<file path="config.mk">
export PLATFORM = sky130hd
export DESIGN_NAME = adder_arbiter
export DESIGN_NICKNAME = d
export VERILOG_FILES = /design/src/rtl/adder_arbiter.sv
export SDC_FILE = /design/constraint.sdc
export NUM_CORES = 1
export LEC_CHECK = 0
export ABC_AREA = 0
export CAP_MARGIN = 20
export CORE_AREA = 2 2 154 156
export CTS_CLUSTER_SIZE = 24
export DETAILED_ROUTE_END_ITERATION = 10
export DIE_AREA = 0 0 156 158
export PLACE_DENSITY = 0.51
export SYNTH_ARGS = -nofsm -noshare
export SYNTH_HDL_FRONTEND = slang
export SYNTH_HIERARCHICAL = 1
export SYNTH_SLANG_ARGS = --single-unit
</file>
<file path="constraint.sdc">
create_clock -name clk -period 3.29 [get_ports clk]
set_input_delay 0.4935 -clock clk [delete_from_list [all_inputs] [get_ports clk]]
set_output_delay 0.4935 -clock clk [all_outputs]
set_load 0.02 [all_outputs]
</file>
<file path="src/rtl/adder_arbiter.sv">
// Round-robin arbiter in front of a shared pipelined 32-bit adder, with a tag pipeline that routes sums back to their requesters.
// Optional macro ADDER_ARBITER_PRIO0_EN gives requester 0 fixed top priority over the round-robin group.

module adder_arbiter_lane (
   input  logic        gnt,
   input  logic [31:0] a,
   input  logic [31:0] b,
   output logic [31:0] a_g,
   output logic [31:0] b_g
);
   assign a_g = gnt ? a : 32'h0;
   assign b_g = gnt ? b : 32'h0;
endmodule

module adder_arbiter #(
   parameter int NREQ = 4,
   parameter int LAT  = 3,
   localparam int IDW = (NREQ > 1) ? $clog2(NREQ) : 1
) (
   input  logic                 clk,
   input  logic                 reset_n,
   input  logic [NREQ-1:0]      req_valid,
   input  logic [NREQ*32-1:0]   req_a,
   input  logic [NREQ*32-1:0]   req_b,
   output logic [NREQ-1:0]      req_ready,
   output logic [31:0]          add_a,
   output logic [31:0]          add_b,
   input  logic [31:0]          add_sum,
   output logic                 rsp_valid,
   output logic [IDW-1:0]       rsp_id,
   output logic [31:0]          rsp_sum,
   output logic                 idle
);

   logic [IDW-1:0]            rr_ptr;
   logic [NREQ-1:0]           gnt;
   logic [IDW-1:0]            gnt_id;
   logic                      xfer;
   logic [NREQ-1:0][31:0]     lane_a;
   logic [NREQ-1:0][31:0]     lane_b;
   logic [LAT-1:0]            vld_pipe;
   logic [LAT-1:0][IDW-1:0]   id_pipe;

   // Scan starting at rr_ptr; first valid requester wins. Grant is held off during reset.
   always_comb begin
      logic found;
      gnt    = '0;
      gnt_id = '0;
      found  = 1'b0;
`ifdef ADDER_ARBITER_PRIO0_EN
      if (req_valid[0]) begin
         gnt[0] = 1'b1;
         found  = 1'b1;
      end
      for (int k = 0; k < NREQ; k++) begin
         if (!found && ((int'(rr_ptr) + k) % NREQ) != 0 &&
             req_valid[(int'(rr_ptr) + k) % NREQ]) begin
            found                              = 1'b1;
            gnt[(int'(rr_ptr) + k) % NREQ]     = 1'b1;
            gnt_id                             = IDW'((int'(rr_ptr) + k) % NREQ);
         end
      end
`else
      for (int k = 0; k < NREQ; k++) begin
         if (!found && req_valid[(int'(rr_ptr) + k) % NREQ]) begin
            found                              = 1'b1;
            gnt[(int'(rr_ptr) + k) % NREQ]     = 1'b1;
            gnt_id                             = IDW'((int'(rr_ptr) + k) % NREQ);
         end
      end
`endif
      if (!reset_n) begin
         gnt    = '0;
         gnt_id = '0;
      end
   end

   assign req_ready = gnt;
   assign xfer      = |gnt;

   for (genvar i = 0; i < NREQ; i++) begin : g_lane
      adder_arbiter_lane u_lane (
         .gnt (gnt[i]),
         .a   (req_a[32*i +: 32]),
         .b   (req_b[32*i +: 32]),
         .a_g (lane_a[i]),
         .b_g (lane_b[i])
      );
   end

   // Grant is one-hot-or-zero, so OR-ing the gated lanes is the operand mux.
   always_comb begin
      add_a = 32'h0;
      add_b = 32'h0;
      for (int i = 0; i < NREQ; i++) begin
         add_a = add_a | lane_a[i];
         add_b = add_b | lane_b[i];
      end
   end

   always_ff @(posedge clk or negedge reset_n) begin
      if (!reset_n) begin
         rr_ptr <= '0;
      end else if (xfer) begin
`ifdef ADDER_ARBITER_PRIO0_EN
         if (gnt_id != '0)
            rr_ptr <= (gnt_id == IDW'(NREQ-1)) ? '0 : gnt_id + 1'b1;
`else
         rr_ptr <= (gnt_id == IDW'(NREQ-1)) ? '0 : gnt_id + 1'b1;
`endif
      end
   end

   // Tag pipeline runs in lockstep with the external adder's stages.
   always_ff @(posedge clk or negedge reset_n) begin
      if (!reset_n) begin
         vld_pipe <= '0;
         id_pipe  <= '0;
      end else begin
         vld_pipe[0] <= xfer;
         id_pipe[0]  <= gnt_id;
         for (int s = 1; s < LAT; s++) begin
            vld_pipe[s] <= vld_pipe[s-1];
            id_pipe[s]  <= id_pipe[s-1];
         end
      end
   end

   assign rsp_valid = vld_pipe[LAT-1];
   assign rsp_id    = id_pipe[LAT-1];
   assign rsp_sum   = rsp_valid ? add_sum : 32'h0;
   assign idle      = ~(|vld_pipe) & ~(|req_valid);

endmodule

</file>
==> flow_summary.json <==
{
  "run_status": "finished with violations",
  "violations": "setup timing",
  "synth_common_cells": "and2_2, or4_1, and2_1, clkbuf_2, nand2_1",
  "rrSetupSlack_ns": 0.25,
  "num_io_pins": 398,
  "syn_avg_cell_area_sq_um": 7.637,
  "portBuffers": 397,
  "layoutNonFillerInstCount": 1213,
  "criticalPathCategory": "flop to output pin",
  "ant_nets": 0,
  "routed_via_density": 4.137,
  "clock.fmax_mhz": 283.2,
  "hold_buffers": 0,
  "synthDominantCellAreaShare_pct": 52.32,
  "endpoint_kind": "output pin",
  "final-max-slew-violation-count": 0,
  "worstPathCellList": "buf_12 -> mux2i_4 -> buf_6 -> o22ai_1 -> a2111oi_4 -> o22ai_4 -> buf_12 -> and2_2 -> or4_4 -> buf_6",
  "grt_antenna_before_repair": 0,
  "synth_enable_flop_cells": 0,
  "place.detailed.instances": 1175,
  "wire_length_of_the_first_global_routing_pass_mm": 29.04,
  "drt_iter0_drc": 185,
  "num-nets-final": 1224,
  "drc_errors": 0,
  "floorplan.initialDensity_pct": 15.94,
  "vdd.ir_drop.worst_uv": 255.1,
  "die-area_sq_um": 24650,
  "synth_warnings": 6,
  "timing.critical_path.from_type": "flop",
  "chipWidth_um": 156,
  "fill_cells": 2356,
  "whs_path_depth": 0,
  "synth.lib_cells_used.distinct": 36,
  "h-tree-depth": 1,
  "worst_hold_startpoint": "id_pipe[1]",
  "drt-wirelength-per-cell_um": 17.41,
  "routabilityCongestion": 0.8167,
  "min_to": "id_pipe[3]",
  "ys.flop_type": "dfrtp_1",
  "dp_hpwl_mm": 16.09,
  "synthesis.area_sq_um": 3674,
  "layout-area-overhead-vs-synth_pct": 155.2,
  "worst_clock_skew_ns": 0.001977,
  "post-layout-total-power_uw": 7345,
  "tritoncts": "done",
  "ys_async_sr_fraction_pct": 100.0,
  "grt_max_degree": 38,
  "worst_skew_pair.late_latency_ns": 0.23,
  "finalWorstPathRequiredPeriod_ns": 3.531,
  "final_critical_path_setup_slack_ns": -0.2411,
  "grt_setup_unrepaired": "yes",
  "pre_cts_slack_ns": -0.8725,
  "finalCritPeriodShare_pct": 107.3,
  "vias": 5018,
  "class_of_the_most_critical_hold_timing_path": "flop to flop",
  "number_of_instances_in_the_synthesized_netlist": 481,
  "worst_case_headroom_to_the_max_slew_limit_pct": 47.23,
  "cts.path.max_buffers": 2,
  "syn_nets": 782,
  "rows": 56,
  "slew_at_the_pin_with_the_worst_max_slew_slack_ns": 0.7915,
  "die_y_um": 158,
  "global_route.overflow_total": 0,
  "timing.critical_path.fanout_max": 28,
  "critical_path.max_stage_delay_ns": 0.52,
  "final_layout_size_suffix_gt1_share_pct": 52.82,
  "seq_total_area_yosys_pct": 7.493,
  "cap_violations": 0,
  "final-setup-viol-count": 64,
  "ff2ff_path_depth": 11,
  "synth.ff_latch_count": 11,
  "grtUsageTotal_pct": 15.05,
  "cts_inserted_buffers": 3,
  "ys_top_cells_by_area": "and2_2, or4_1, dfrtp_1, and2_1, clkbuf_2",
  "drtPass1Iterations": 4,
  "clkTransAtPathRegs_ns": 0.04,
  "slowest_stage": "or4_4",
  "post-synth-top-area-cell": "and2_2",
  "report.final.hold_viol_count": 0,
  "cts.sink_count": 11,
  "cp.arrival_ns": 3.04,
  "first_global_vias": 5032,
  "fin_setup_tns_ns": -12.97,
  "timing.critical_path.required_ns": 2.80,
  "synth.most_common_cell": "and2_2",
  "origin_of_the_critical_flop_to_flop_path": "rr_ptr[0]",
  "critPathTopFamily": "simple AND/OR/NAND/NOR gates",
  "core_area_sq_um": 23050,
  "critical_path.reg2reg.endpoint": "rr_ptr[0]",
  "drt_wl_total_mm": 21.12,
  "power_density_nw_per_um2": 783.4,
  "worst-path-buf-inv": 4,
  "clock-root-buffer": "clkbuf_16",
  "total_leakage_power_uw": 0.004012
}
==> final cells by class <==
type	instances	area [sq um]	area share (%)
clock buffer	4	78.83	0.8407
antenna	1	2.502	0.02669
sequential	11	275.3	2.936
inverter	4	16.27	0.1735
multi-input combinational	432	3722	39.70
timing repair buffer	471	4918	52.46
tap	290	362.8	3.870
==> flip-flops by register name, indices dropped and copies added, names as in the netlist <==
name,flops
id_pipe,4
vld_pipe,3
rr_ptr,2
rsp_id,2
==> kinds of logic (layout without fill, tap and decap cells) <==
logic type / count (synthesis) / in the layout / share of synthesized area [%]
AO/OA/AOI/OAI: 23 / 23 / 4.667
XOR/XNOR: 1 / 1 / 0.2385
adder cells (fa/ha/maj): 7 / 7 / 2.384
buffers and inverters: 38 / 479 / 5.177
flip-flops: 11 / 11 / 7.493
multiplexers: 9 / 9 / 3.542
other: 0 / 1 / 0
AND/OR/NAND/NOR: 392 / 392 / 76.50
==> worst reg2reg max path: stages, from the launching register on <==
cell and delay [ns]:
dfrtp_1 0.40, buf_12 0.16, mux2_4 0.33, buf_6 0.13, and3_4 0.18, a2111oi_4 0.34
o22ai_4 0.18, buf_12 0.18, clkbuf_16 0.16, buf_4 0.13, or4_1 0.58, mux2i_1 0.15
==> through the flow <==
stage / utilization (%) / hold slack [ns] / area (sq um)
after detailed placement: 36.11 / 0.3363 / 8323
final: 40.68 / 0.3527 / 9376
after floorplan: - / 0.1979 / 3771
after global placement: 36.11 / 0.3370 / 8323
after CTS: 38.74 / 0.3536 / 8931
after global routing: 40.66 / 0.3597 / 9374
==> cells in the final DEF, fill, tap and decap left out, types with 4 or more instances in the layout <==
cell / instances
nand2_1: 14
and3_1: 5
and2_4: 63
clkdlybuf4s50_1: 325
buf_8: 4
and3_4: 5
buf_2: 7
mux2i_4: 4
clkbuf_16: 8
o21ai_1: 4
or4_1: 9
and2_2: 193
buf_6: 73
ha_1: 5
o22ai_4: 4
dfrtp_1: 11
nand2b_1: 4
dlygate4sd2_1: 4
a2111oi_4: 5
nor2_1: 5
or4_4: 56
and2_1: 32
buf_4: 35
buf_12: 12
==> how the worst max path moves through the flow <==
| stage | to | from | cells after the start | slack, ns |
|---|---|---|---|---|
| floorplan | add_b[2] | rr_ptr[0] | 10 | -0.08 |
| global placement | add_b[1] | req_valid[2] | 10 | -0.89 |
| detailed placement | add_a[0] | req_valid[1] | 9 | -0.87 |
| CTS | add_b[2] | rr_ptr[0] | 10 | -0.21 |
| global route | add_b[28] | rr_ptr[0] | 10 | -0.35 |
| finish | add_a[24] | rr_ptr[0] | 10 | -0.24 |
==> routing by layer <==
layer | share of wire, % | global-route usage, % | up-vias
li1 | - | - | 2505
met1 | 42 | 18.24 | 2315
met2 | 51 | 28.55 | 186
met3 | 5.9 | 2.628 | 12
met4 | 1.1 | 1.616 | 0
met5 | 0 | 0 | -
==> timing repair <==
action | 4_1_cts | 5_1_grt
resized for setup | 461 | 91
setup buffers | 18 | 9
pin swaps | 23 | 17
gates cloned | 3 | 6
setup endpoints to repair | 68 | 68
endpoints found under the hold margin | 0 | 0
==> report_power, final <==
part | total [uW] | switching [uW] | internal [uW]
sequential | 264 | 68.5 | 196
combinational | 6870 | 2930 | 3930
clock | 213 | 51.1 | 162
No activity file was read; power rests on OpenSTA's default activity.
